==> src/rtl/rs_issue_scheduler_pkg.sv <==
// rs_issue_scheduler_pkg: shared index-width helper and RS/ROB entry types.
package rs_issue_scheduler_pkg;

    function automatic int idx_width(input int n);
        return (n > 1) ? $clog2(n) : 1;
    endfunction

    typedef struct packed {
        logic valid;
        logic ready;
        logic sent_to_alu;
    } rs_entry_t;

    typedef struct packed {
        logic valid;
        logic done;
    } rob_entry_t;

endpackage

==> src/rtl/rs_issue_scheduler_if.sv <==
// rs_issue_scheduler_if: RS/ALU-side signals of the issue scheduler.
interface rs_issue_scheduler_if
    import rs_issue_scheduler_pkg::*;
#(
    parameter int SIZE  = 8,
    parameter int IDX_W = idx_width(SIZE)
);
    logic             flush;
    logic [SIZE-1:0]  rs_valid;
    logic [SIZE-1:0]  rs_ready;
    logic             alu_ready;
    logic             alu_done;
    logic [IDX_W-1:0] alu_done_idx;
    logic             issue_valid;
    logic [IDX_W-1:0] issue_idx;
    logic [SIZE-1:0]  issue_grant;
    logic [SIZE-1:0]  rs_free;
    logic [IDX_W:0]   inflight_cnt;

    modport master (
        input  flush, rs_valid, rs_ready, alu_ready, alu_done, alu_done_idx,
        output issue_valid, issue_idx, issue_grant, rs_free, inflight_cnt
    );

    modport slave (
        output flush, rs_valid, rs_ready, alu_ready, alu_done, alu_done_idx,
        input  issue_valid, issue_idx, issue_grant, rs_free, inflight_cnt
    );
endinterface

==> src/rtl/rs_issue_scheduler_picker.sv <==
// rr_priority_picker: first set request at or after ptr, scanning circularly.
module rr_priority_picker
    import rs_issue_scheduler_pkg::*;
#(
    parameter int SIZE  = 8,
    parameter int IDX_W = idx_width(SIZE)
) (
    input  logic [SIZE-1:0]  req,
    input  logic [IDX_W-1:0] ptr,
    output logic             found,
    output logic [IDX_W-1:0] idx
);
    int p;
    logic [IDX_W-1:0] q;

    // Scanning from the farthest offset down lets the nearest hit win.
    always_comb begin
        found = 1'b0;
        idx   = '0;
        p     = 0;
        q     = '0;
        for (int i = SIZE - 1; i >= 0; i--) begin
            p = int'(ptr) + i;
            p = (p >= SIZE) ? p - SIZE : p;
            q = IDX_W'(p);
            if (req[q]) begin
                found = 1'b1;
                idx   = q;
            end
        end
    end
endmodule

==> src/rtl/rs_issue_scheduler.sv <==
// rs_issue_scheduler: round-robin issue of ready RS entries to a single ALU
// with an in-flight limit and per-entry grant/free pulses.
module rs_issue_scheduler
    import rs_issue_scheduler_pkg::*;
#(
    parameter int SIZE         = 8,
    parameter int IDX_W        = idx_width(SIZE),
    parameter int MAX_INFLIGHT = 2
) (
    input logic clk,
    input logic rst,
    rs_issue_scheduler_if.master bus
);
    logic             offer_valid;
    logic [IDX_W-1:0] offer_idx;
    logic [SIZE-1:0]  issued, issued_next;
    logic [IDX_W-1:0] rr_ptr, ptr_next;
    logic [IDX_W:0]   cnt, cnt_next;
    logic [SIZE-1:0]  grant, free_pulse;
    logic [SIZE-1:0]  acc_oh, done_oh, offer_oh, cand;
    logic             accept, done_hit, room, found;
    logic [IDX_W-1:0] pick;

    always_comb begin
        accept      = offer_valid & bus.alu_ready;
        done_hit    = bus.alu_done & issued[bus.alu_done_idx];
        acc_oh      = accept ? (SIZE'(1) << offer_idx) : '0;
        done_oh     = done_hit ? (SIZE'(1) << bus.alu_done_idx) : '0;
        offer_oh    = offer_valid ? (SIZE'(1) << offer_idx) : '0;
        issued_next = (issued | acc_oh) & ~done_oh;
        cnt_next    = cnt + (IDX_W+1)'(accept) - (IDX_W+1)'(done_hit);
        room        = cnt_next < (IDX_W+1)'(MAX_INFLIGHT);
        ptr_next    = accept ? ((offer_idx == IDX_W'(SIZE - 1)) ? '0 : offer_idx + 1'b1) : rr_ptr;
        // Old issued mask keeps a just-completed entry out of this cycle's pick.
        cand        = bus.rs_valid & bus.rs_ready & ~issued & ~offer_oh;
    end

    rr_priority_picker #(.SIZE(SIZE), .IDX_W(IDX_W)) u_picker (
        .req   (cand),
        .ptr   (ptr_next),
        .found (found),
        .idx   (pick)
    );

    always_ff @(posedge clk) begin
        if (rst | bus.flush) begin
            offer_valid <= 1'b0;
            offer_idx   <= '0;
            issued      <= '0;
            rr_ptr      <= '0;
            cnt         <= '0;
            grant       <= '0;
            free_pulse  <= '0;
        end else begin
            issued     <= issued_next;
            rr_ptr     <= ptr_next;
            cnt        <= cnt_next;
            grant      <= acc_oh;
            free_pulse <= done_oh;
            if (~offer_valid | bus.alu_ready) begin
                offer_valid <= found & room;
                if (found & room) offer_idx <= pick;
            end
        end
    end

    assign bus.issue_valid  = offer_valid;
    assign bus.issue_idx    = offer_idx;
    assign bus.issue_grant  = grant;
    assign bus.rs_free      = free_pulse;
    assign bus.inflight_cnt = cnt;
endmodule

==> src/flat_wrapper.sv <==
// flat-port wrapper written by rule: the top's interface ports become plain ports
module rs_issue_scheduler_flat import rs_issue_scheduler_pkg::*;
#(
    parameter int SIZE         = 8,
    parameter int IDX_W        = idx_width(SIZE),
    parameter int MAX_INFLIGHT = 2
)
  (clk, rst, bus_flush, bus_rs_valid, bus_rs_ready, bus_alu_ready, bus_alu_done, bus_alu_done_idx, bus_issue_valid, bus_issue_idx, bus_issue_grant, bus_rs_free, bus_inflight_cnt);
  rs_issue_scheduler_if #(.SIZE(SIZE), .IDX_W(IDX_W)) bus_i ();
  input logic clk;
  input logic rst;
  input wire logic [$bits(bus_i.flush)-1:0] bus_flush;
  input wire logic [$bits(bus_i.rs_valid)-1:0] bus_rs_valid;
  input wire logic [$bits(bus_i.rs_ready)-1:0] bus_rs_ready;
  input wire logic [$bits(bus_i.alu_ready)-1:0] bus_alu_ready;
  input wire logic [$bits(bus_i.alu_done)-1:0] bus_alu_done;
  input wire logic [$bits(bus_i.alu_done_idx)-1:0] bus_alu_done_idx;
  output wire logic [$bits(bus_i.issue_valid)-1:0] bus_issue_valid;
  output wire logic [$bits(bus_i.issue_idx)-1:0] bus_issue_idx;
  output wire logic [$bits(bus_i.issue_grant)-1:0] bus_issue_grant;
  output wire logic [$bits(bus_i.rs_free)-1:0] bus_rs_free;
  output wire logic [$bits(bus_i.inflight_cnt)-1:0] bus_inflight_cnt;
  assign bus_i.flush = bus_flush;
  assign bus_i.rs_valid = bus_rs_valid;
  assign bus_i.rs_ready = bus_rs_ready;
  assign bus_i.alu_ready = bus_alu_ready;
  assign bus_i.alu_done = bus_alu_done;
  assign bus_i.alu_done_idx = bus_alu_done_idx;
  assign bus_issue_valid = bus_i.issue_valid;
  assign bus_issue_idx = bus_i.issue_idx;
  assign bus_issue_grant = bus_i.issue_grant;
  assign bus_rs_free = bus_i.rs_free;
  assign bus_inflight_cnt = bus_i.inflight_cnt;
  rs_issue_scheduler #(.SIZE(SIZE), .IDX_W(IDX_W), .MAX_INFLIGHT(MAX_INFLIGHT)) u_core (.clk(clk), .rst(rst), .bus(bus_i));
endmodule
==> config.mk <==
export PLATFORM = sky130hd
export DESIGN_NAME = rs_issue_scheduler_flat
export DESIGN_NICKNAME = d
export VERILOG_FILES = /design/src/rtl/rs_issue_scheduler_pkg.sv /design/src/rtl/rs_issue_scheduler_if.sv /design/src/rtl/rs_issue_scheduler_picker.sv /design/src/rtl/rs_issue_scheduler.sv /design/src/flat_wrapper.sv
export SDC_FILE = /design/constraint.sdc
export NUM_CORES = 1
export LEC_CHECK = 0
export ABC_AREA = 0
export CORE_ASPECT_RATIO = 0.5
export CORE_UTILIZATION = 54
export DETAILED_ROUTE_END_ITERATION = 12
export PLACE_DENSITY = 0.91
export SYNTH_ARGS = -nofsm -noshare
export SYNTH_HDL_FRONTEND = slang
export SYNTH_SLANG_ARGS = --single-unit
==> constraint.sdc <==
create_clock -name clk -period 3.8 [get_ports clk]
set_input_delay 0.38 -clock clk [delete_from_list [all_inputs] [get_ports clk]]
set_output_delay 0.38 -clock clk [all_outputs]
set_load 0.005 [all_outputs]
==> results of run 1 <==
## timing repair
| action | CTS | global route |
|---|---|---|
| endpoints found under the hold margin | 0 | 0 |
| resized for setup | 0 | 3 |
| endpoints found under the setup margin | 0 | 3 |
## power breakdown
group          total [W]  leakage (nW)  switching (W)  internal, W
clock network   0.000351        0.0548       0.000154     0.000198
logic           0.000388          1.03       0.000212     0.000175
registers       0.000387         0.283      0.0000114     0.000375
## state kept, by name, indices dropped and copies added, names as in the netlist
name,count
u_core.bus.issue_valid,1
u_core.issued,8
u_core.rr_ptr,3
u_core.bus.rs_free,8
u_core.bus.inflight_cnt,4
u_core.bus.issue_idx,3
u_core.bus.issue_grant,8
## logic make-up after synthesis
| group | Yosys count | synth area share |
|---|---|---|
| simple gates | 128 | 0.268 |
| mux | 11 | 0.0608 |
| fa+ha+maj | 13 | 0.0595 |
| compound gates | 116 | 0.297 |
| flops | 35 | 0.245 |
| xor+xnor | 4 | 0.0123 |
| buf+inv | 30 | 0.0569 |
## path summary, 6_finish.rpt
path	end	slack (ns)	depth (start not counted)
worst max register to register	u_core.bus.issue_idx[0]	0.19	16
worst min register to register	u_core.issued[3]	0.56	2
worst min-delay path	u_core.issued[3]	0.56	2
worst max-delay path	u_core.bus.issue_idx[0]	0.19	16
## layout make-up
class / instances / area (um2)
Multi-Input combinational cell: 272 / 2010
Clock buffer: 5 / 68.8
Clock inverter: 3 / 46.3
Sequential cell: 35 / 701
Inverter: 13 / 48.8
Tap cell: 70 / 87.6
Timing Repair Buffer: 73 / 666
Fill cell: 343 / 1370
## routing by layer
layer,GRT usage,vias to the layer above,part of all wire,wire (um)
met5,0,-,0,0
met1,0.457,1484,0.41,3990
li1,-,1410,-,-
met2,0.584,201,0.46,4430
met3,0.0665,35,0.10,992
met4,0.148,0,0.022,211
## cells in the final DEF, fill, tap and decap left out, drive strengths merged, types with 4 or more instances in the layout
| master | synthesis | routed |
|---|---|---|
| a31oi | 6 | 6 |
| nand3 | 7 | 7 |
| buf | 11 | 26 |
| o211ai | 27 | 27 |
| inv | 13 | 14 |
| nor2 | 31 | 31 |
| o2111ai | 4 | 4 |
| a211oi | 7 | 7 |
| nor3 | 12 | 12 |
| a311oi | 5 | 5 |
| o221ai | 4 | 4 |
| dfxtp | 35 | 35 |
| nor2b | 4 | 4 |
| a21oi | 23 | 23 |
| and2 | 11 | 11 |
| mux4 | 5 | 5 |
| clkbuf | 6 | 5 |
| and3b | 9 | 9 |
| clkdlybuf4s50 | 0 | 47 |
| nand2 | 22 | 22 |
| ha | 12 | 12 |
| and3 | 4 | 4 |
| mux2i | 5 | 5 |
| o21ai | 18 | 18 |
## metrics by stage
stage                util  setup WS (ns)
finish              0.726          0.192
global route        0.726        0.00472
CTS                 0.723          0.254
detailed placement  0.700         0.0327
global placement    0.700          0.119
floorplan               -          0.385
## worst max-delay path: stages (launching register included)
cell and delay, ns:
dfxtp_1 0.42, ha_1 0.24, ha_1 0.22, and3b_1 0.23, a21oi_2 0.19, inv_2 0.08
ha_1 0.24, inv_1 0.10, a21oi_2 0.07, buf_4 0.15, nor2_1 0.20, mux2i_1 0.44
o211ai_1 0.17, and4b_1 0.21, o31ai_1 0.25, buf_4 0.17, a311oi_1 0.08
==> flow_metrics.tcl, run 1 <==
set metrics [dict create \
    avgViaCountPerCell 6.65 \
    outcome "finished, final reports clean" \
    grt_pass1_wl_um 15000 \
    diodes 0 \
    synthTopCellsByArea "dfxtp_1 (25%), o211ai_1 (7.1%), ha_1 (5.3%), mux4_2 (3.9%), nor2_1 (3.8%)" \
    netlist_area_um2 2860 \
    synthArstFlopShare 0 \
    fin_crit_ns 3.61 \
    numClockSinks 35 \
    hold_viol 0 \
    yosysSeqAreaShare 0.245 \
    hold_path.class "flip-flop to flip-flop" \
    vias 3130 \
    p_leak_nw 1.36 \
    critPathArrivalTime_ns 3.78 \
    routed_wl_um 9620 \
    drcViolationCount 0 \
    r2r_start "u_core.bus.issue_idx[1]" \
    syn_inst 337 \
    fp-row-count 18 \
    wl_per_cell_um 20.4 \
    critPathCaptureType "flip-flop" \
    required_ns 3.97 \
    grt_setup_unrepaired "no" \
    synth.largest_area_cell "dfxtp_1" \
    clock_path_buffers 2 \
    drive_above_1_share 0.162 \
    die_area_um2 5610 \
    path_class "flip-flop to flip-flop" \
    place_area_um2 3500 \
    dr.pass1.iters 5 \
    ys_types 73 \
    max_slew_margin 0.576 \
    antenna_found_initial 0 \
    synth_common_cells "dfxtp_1 (35), nor2_1 (29), o211ai_1 (27), nand2_1 (22), a21oi_1 (20)" \
    setup_viol 0 \
    dieHeight_um 53.5 \
    synth_top_flop_cell "dfxtp_1" \
    synth-seq-cells 35 \
    grt_usage 0.352 \
    drv_slew 0 \
    die_x_um 105 \
    cap_viol_max_count 0 \
    gp_congestion 1.03 \
    dp_cells 463 \
    clk_pin_slew_worst_paths_ns 0.08 \
    fin_skew_ns 0.00888 \
    area_growth_syn_to_layout_pct 27.0 \
    min_from "u_core.issued[3]" \
    hold_buffers 0 \
    stdcell_area_um2 3630 \
    synth_edf_count 0 \
    yosys_warnings 0 \
    grt_pass1_vias 2852 \
    hold_slack_ns 0.564 \
    clock_latency_ns 0.30 \
    ctsHtreeMaxLevel 2 \
    avgSynthCellArea_um2 8.48 \
    fmax_mhz 277 \
    post_cts_buffers 0 \
    max_slew.worst_pin.slew_ns 0.634 \
    finalSetupTns_ns 0 \
    portBuffers 47 \
    post-synth-top-count-cell "dfxtp_1" \
    finalCritPeriodShare 0.950 \
    start_util 0.572 \
    overflow 0 \
    power.total_w 0.00113 \
    drt_iter0_markers 372 \
    nets 437 \
    numCtsBuffers 5 \
    ant_nets 0 \
    critPathMaxFanout 5 \
    cp-startpoint "u_core.bus.issue_idx[1]" \
    start_kind "flip-flop" \
    yosysTopAreaCellShare 0.245 \
    grt_max_degree 19 \
    synth.net_count 374 \
    cts_tree "yes" \
    root_buffer "clkbuf_8" \
    dp_hpwl_um 7030 \
    vdd_drop_max_uv 296 \
    instances_no_fill 471 \
    p_per_area_nw_per_um2 310 \
    core_um2 5000 \
    io-pin-count 48 \
]
(Power assumes the default switching activity.)
==> run 2: changes to the inputs <==
CORE_UTILIZATION = 64   (was 54)
DONT_BUFFER_PORTS = 1   (was unset)
MAX_ROUTING_LAYER = met4   (was unset)
PLACE_DENSITY = 0.9   (was 0.91)
==> run 2 against run 1 <==
Global-route usage increased by 5.8 points. Final area decreased by 18%. Via count decreased by 5.8%. Combinational power shrank 21%. Core utilization increased by 0.53 points. Critical path type unchanged. Largest cell class unchanged.
==> flow_metrics.tcl, run 2 (synthesis results as in run 1) <==
set metrics [dict create \
    place_area_um2 2880 \
    drv_slew 0 \
    start_kind "flip-flop" \
    critPathTopFamily "compound AO/OA/AOI/OAI gates" \
    hold_viol 0 \
    vias 2948 \
    drt_iter0_markers 302 \
    r2r-end "u_core.bus.issue_idx[1]" \
    die_x_um 96.5 \
    cp-startpoint "u_core.bus.issue_idx[0]" \
    path_class "flip-flop to flip-flop" \
    numClockSinks 35 \
    dr.pass1.iters 5 \
    start_util 0.700 \
    critPathMaxFanout 6 \
    max_slew_margin 0.549 \
    grt_usage 0.410 \
    critPathArrivalTime_ns 3.77 \
    antenna_found_initial 0 \
    die_area_um2 4750 \
    routed_wl_um 8970 \
    grt_pass1_vias 2782 \
    critPathMaxStageDelay_ns 0.53 \
    gp_congestion 1.07 \
    clock_latency_ns 0.29 \
    cpMostUsedCell "ha_1" \
    ant_nets 0 \
    ff2ff_setup_slack_ns 0.19 \
    diodes 0 \
    reg2reg_depth 14 \
    io-pin-count 48 \
    fin_crit_ns 3.61 \
    mostFrequentLayoutCell "dfxtp_1" \
    cap_viol_max_count 0 \
    pwr-share-comb 0.319 \
    p_per_area_nw_per_um2 322 \
    fp-row-count 16 \
    overflow 0 \
    wl_per_cell_um 22.9 \
    avgViaCountPerCell 7.52 \
    clk_pin_slew_worst_paths_ns 0.07 \
    path_buf_inv 2 \
    crit_path_cell_trace "ha_1 -> ha_1 -> and3b_1 -> a21oi_2 -> inv_2 -> ha_1 -> inv_1 -> nand3_1 -> o2111ai_1 -> a221oi_1 -> a21oi_1 -> or4b_1 -> a31oi_1 -> o31ai_1" \
    cts_tree "yes" \
    crit_slowest_cell "or4b_1" \
    fmax_mhz 277 \
    nets 374 \
    finalCritPeriodShare 0.949 \
    critPathCaptureType "flip-flop" \
    clkPwrFrac 0.273 \
    stdcell_area_um2 2990 \
    switching_share 0.350 \
    portBuffers 0 \
    setup_viol 0 \
    fin_skew_ns 0.00860 \
    grt_max_degree 31 \
    required_ns 3.97 \
    min_delay_path_depth 1 \
    worstHoldEndpoint "u_core.bus.rs_free[0]" \
    root_buffer "clkbuf_8" \
    min_from "bus_alu_done_idx[1]" \
    drcViolationCount 0 \
    drive_above_1_share 0.139 \
    dp_hpwl_um 6620 \
    seqPwrFrac 0.408 \
    max_slew.worst_pin.slew_ns 0.669 \
    dieHeight_um 49.3 \
    clock_path_buffers 2 \
    numCtsBuffers 5 \
    finalSetupTns_ns 0 \
    r2r_start "u_core.bus.issue_idx[0]" \
    outcome "finished, final reports clean" \
    vdd_drop_max_uv 367 \
    p_sw_w 0.000336 \
    ctsHtreeMaxLevel 2 \
    p_int_w 0.000624 \
    p_leak_nw 1.10 \
    core_um2 4080 \
    hold_path.class "input pin to flip-flop" \
    grt_setup_unrepaired "no" \
    area_growth_syn_to_layout_pct 4.46 \
    layout_common_cells "dfxtp_1 (35), nor2_1 (29), o211ai_1 (27)" \
    grt_pass1_wl_um 14300 \
]
run 2: power by group through the flow:
stage          Combinational (W)  Clock (W)  Sequential (W)
6_report                0.000306   0.000262        0.000392
5_1_grt                 0.000327   0.000281        0.000393
4_1_cts                 0.000295   0.000260        0.000392
3_5_place_dp            0.000291          0        0.000400
3_3_place_gp            0.000284          0        0.000399
2_1_floorplan           0.000230          0        0.000392
run 2: metrics by stage:
stage                     power [W]  hold slack [ns]  worst slack [ns]  std cells  utilization
after floorplan            0.000623            0.490             0.385        337            -
after global placement     0.000683            0.460             0.361        383        0.705
after detailed placement   0.000691            0.470             0.227        383        0.705
after CTS                  0.000946            0.176             0.212        391        0.726
after global routing        0.00100            0.161          0.000631        392        0.731
final                      0.000961            0.175             0.194        392        0.731
run 2: metal layers:
metal / vias to the layer above / share of wire / global-route usage
li1: 1301 / - / -
met4: 0 / 0.030 / 0.159
met1: 1363 / 0.40 / 0.535
met5: - / 0 / -
met2: 237 / 0.44 / 0.600
met3: 47 / 0.12 / 0.112
run 2: timing repair:
item,CTS,global route
gates resized for setup,0,2
endpoints found under the setup margin,0,3
setup buffers,0,1
hold buffers,0,0
run 2: how the worst max path moves through the flow:
| stage | cells after the start | end | slack [ns] |
|---|---|---|---|
| 6_report | 14 | u_core.bus.issue_idx[1] | 0.19 |
| 3_3_place_gp | 13 | u_core.bus.issue_idx[1] | 0.36 |
| 4_1_cts | 13 | u_core.bus.issue_idx[1] | 0.21 |
| 5_1_grt | 14 | u_core.bus.issue_idx[1] | 0.0006 |
| 3_5_place_dp | 13 | u_core.bus.issue_idx[1] | 0.23 |
| 2_1_floorplan | 15 | u_core.bus.issue_idx[1] | 0.38 |
run 2: final cells by class:
class	instances	area (um2)
Sequential cell	35	701
Tap cell	54	67.6
Inverter	13	48.8
Timing Repair Buffer	10	75.1
Clock buffer	6	72.6
Clock inverter	2	12.5
Fill cell	286	1100
Multi-Input combinational cell	272	2010
run 2: worst reg2reg max path: stages (launching register included):
cell and delay (ns):
dfxtp_1 0.37, ha_1 0.27, ha_1 0.23, and3b_1 0.28, a21oi_2 0.09, inv_2 0.09, ha_1 0.27, inv_1 0.13
nand3_1 0.21, o2111ai_1 0.23, a221oi_1 0.38, a21oi_1 0.11, or4b_1 0.53, a31oi_1 0.20, o31ai_1 0.10
==> run 3: changes to the inputs <==
CTS_CLUSTER_DIAMETER = 120   (was unset)
GPL_ROUTABILITY_DRIVEN = 0   (was unset)
SETUP_SLACK_MARGIN = 0.15   (was unset)
==> run 3 against run 2 <==
Clock skew shrank 0.0010 ns. Highest routed layer unchanged. Register-to-register slack gained 0.06 ns. Critical path depth shrank 1.
==> flow_metrics.tcl, run 3 (synthesis results as in run 1) <==
set metrics [dict create \
    outcome "finished, final reports clean" \
    grt_usage 0.375 \
    power.total_w 0.00103 \
    place_ws_ns -0.000834 \
    wl_per_cell_um 21.3 \
    grt_max_degree 31 \
    die_area_um2 4750 \
    area_growth_syn_to_layout_pct 6.26 \
    finalSetupTns_ns 0 \
    dieHeight_um 49.3 \
    io-pin-count 48 \
    routed_wl_um 8320 \
    fillers 278 \
    start_util 0.700 \
    hold_viol 0 \
    hold_slack_ns 0.154 \
    root_buffer "clkbuf_8" \
    cts_tree "yes" \
    mostFrequentLayoutCell "dfxtp_1" \
    drv_slew 0 \
    vias 2911 \
    fin_skew_ns 0.00757 \
    ant_nets 0 \
    avgViaCountPerCell 7.46 \
    path_class "flip-flop to flip-flop" \
    drcViolationCount 0 \
    max_slew.worst_pin.slew_ns 0.680 \
    cap_viol_max_count 0 \
    clock_latency_ns 0.29 \
    drt_iter0_markers 478 \
    clock_path_buffers 2 \
    p_per_area_nw_per_um2 339 \
    critPathMaxFanout 6 \
    finalCritPeriodShare 0.933 \
    start_kind "flip-flop" \
    hold_buffers 0 \
    dp_hpwl_um 5920 \
    drive_above_1_share 0.152 \
    fin_crit_ns 3.55 \
    vdd_drop_max_uv 336 \
    numClockSinks 35 \
    critPathArrivalTime_ns 3.72 \
    grt_setup_unrepaired "no" \
    diodes 0 \
    setup_viol 0 \
    worst_slack_ns 0.254 \
    nets 373 \
    max_slew_margin 0.542 \
    layout_common_cells "dfxtp_1 (34), nor2_1 (29), o211ai_1 (27)" \
    numCtsBuffers 5 \
    grt_pass1_wl_um 13100 \
    p_leak_nw 1.11 \
    hold_path.class "input pin to flip-flop" \
    core_um2 4080 \
    dr.pass1.iters 6 \
    required_ns 3.98 \
    clk_pin_slew_worst_paths_ns 0.08 \
    portBuffers 0 \
    critPathCaptureType "flip-flop" \
    die_x_um 96.5 \
    overflow 0 \
    fmax_mhz 282 \
    grt_pass1_vias 2755 \
    antenna_found_initial 0 \
    ctsHtreeMaxLevel 2 \
    fin_util 0.744 \
    fp-row-count 16 \
]
==> run 3: per-stage QoR <==
| stage | instance area [um2] | std cells |
|---|---|---|
| after floorplan | 2860 | 337 |
| after global placement | 2870 | 381 |
| after detailed placement | 2870 | 381 |
| after CTS | 2990 | 388 |
| after global routing | 3040 | 390 |
| final | 3040 | 390 |
==> run 3: path summary, 6_finish.rpt <==
kind / startpoint / to / slack [ns] / depth (start not counted)
worst min-delay path: bus_alu_done_idx[1] / u_core.bus.rs_free[4] / 0.15 / 1
worst max-delay path: u_core.bus.issue_idx[1] / u_core.bus.issue_idx[1] / 0.25 / 13
worst min register to register: u_core.issued[5] / u_core.issued[5] / 0.55 / 2
worst max register to register: u_core.bus.issue_idx[1] / u_core.bus.issue_idx[1] / 0.25 / 13
==> run 3: metal layers <==
layer,up-vias,share of wire,track usage
met4,0,0.036,0.164
met5,-,0,-
met2,253,0.44,0.533
li1,1283,-,-
met1,1331,0.40,0.505
met3,44,0.12,0.0888
==> run 3: timing repair <==
action,in CTS,in global routing
buffers inserted,0,2
endpoints found under the setup margin,3,3
endpoints found under the hold margin,0,0
pin swaps,0,2
gates resized for setup,3,6
==> run 3: report_power, final <==
| group | switching [W] | total [W] | leakage (nW) | internal [W] |
|---|---|---|---|---|
| logic | 0.000188 | 0.000311 | 0.779 | 0.000124 |
| registers | 0.0000135 | 0.000389 | 0.283 | 0.000376 |
| clock network | 0.000137 | 0.000328 | 0.0502 | 0.000192 |
==> run 3: area by class of cell <==
cell class	count	area (um2)	share of cell area
Tap cell	54	67.6	0.0222
Clock inverter	2	37.5	0.0124
Timing Repair Buffer	9	67.6	0.0222
Sequential cell	35	702	0.231
Multi-Input combinational cell	272	2050	0.673
Inverter	13	48.8	0.0161
Clock buffer	5	68.8	0.0227
==> run 3: critical path: stages (launching register included) <==
cell and delay [ns]:
dfxtp_1 0.41, ha_1 0.25, ha_1 0.21, and3b_1 0.24, a21oi_4 0.23, inv_2 0.08, ha_2 0.22, nor3_4 0.27
o221ai_1 0.19, a221oi_1 0.38, a21oi_1 0.12, or4b_1 0.55, a31oi_1 0.18, o31ai_1 0.10
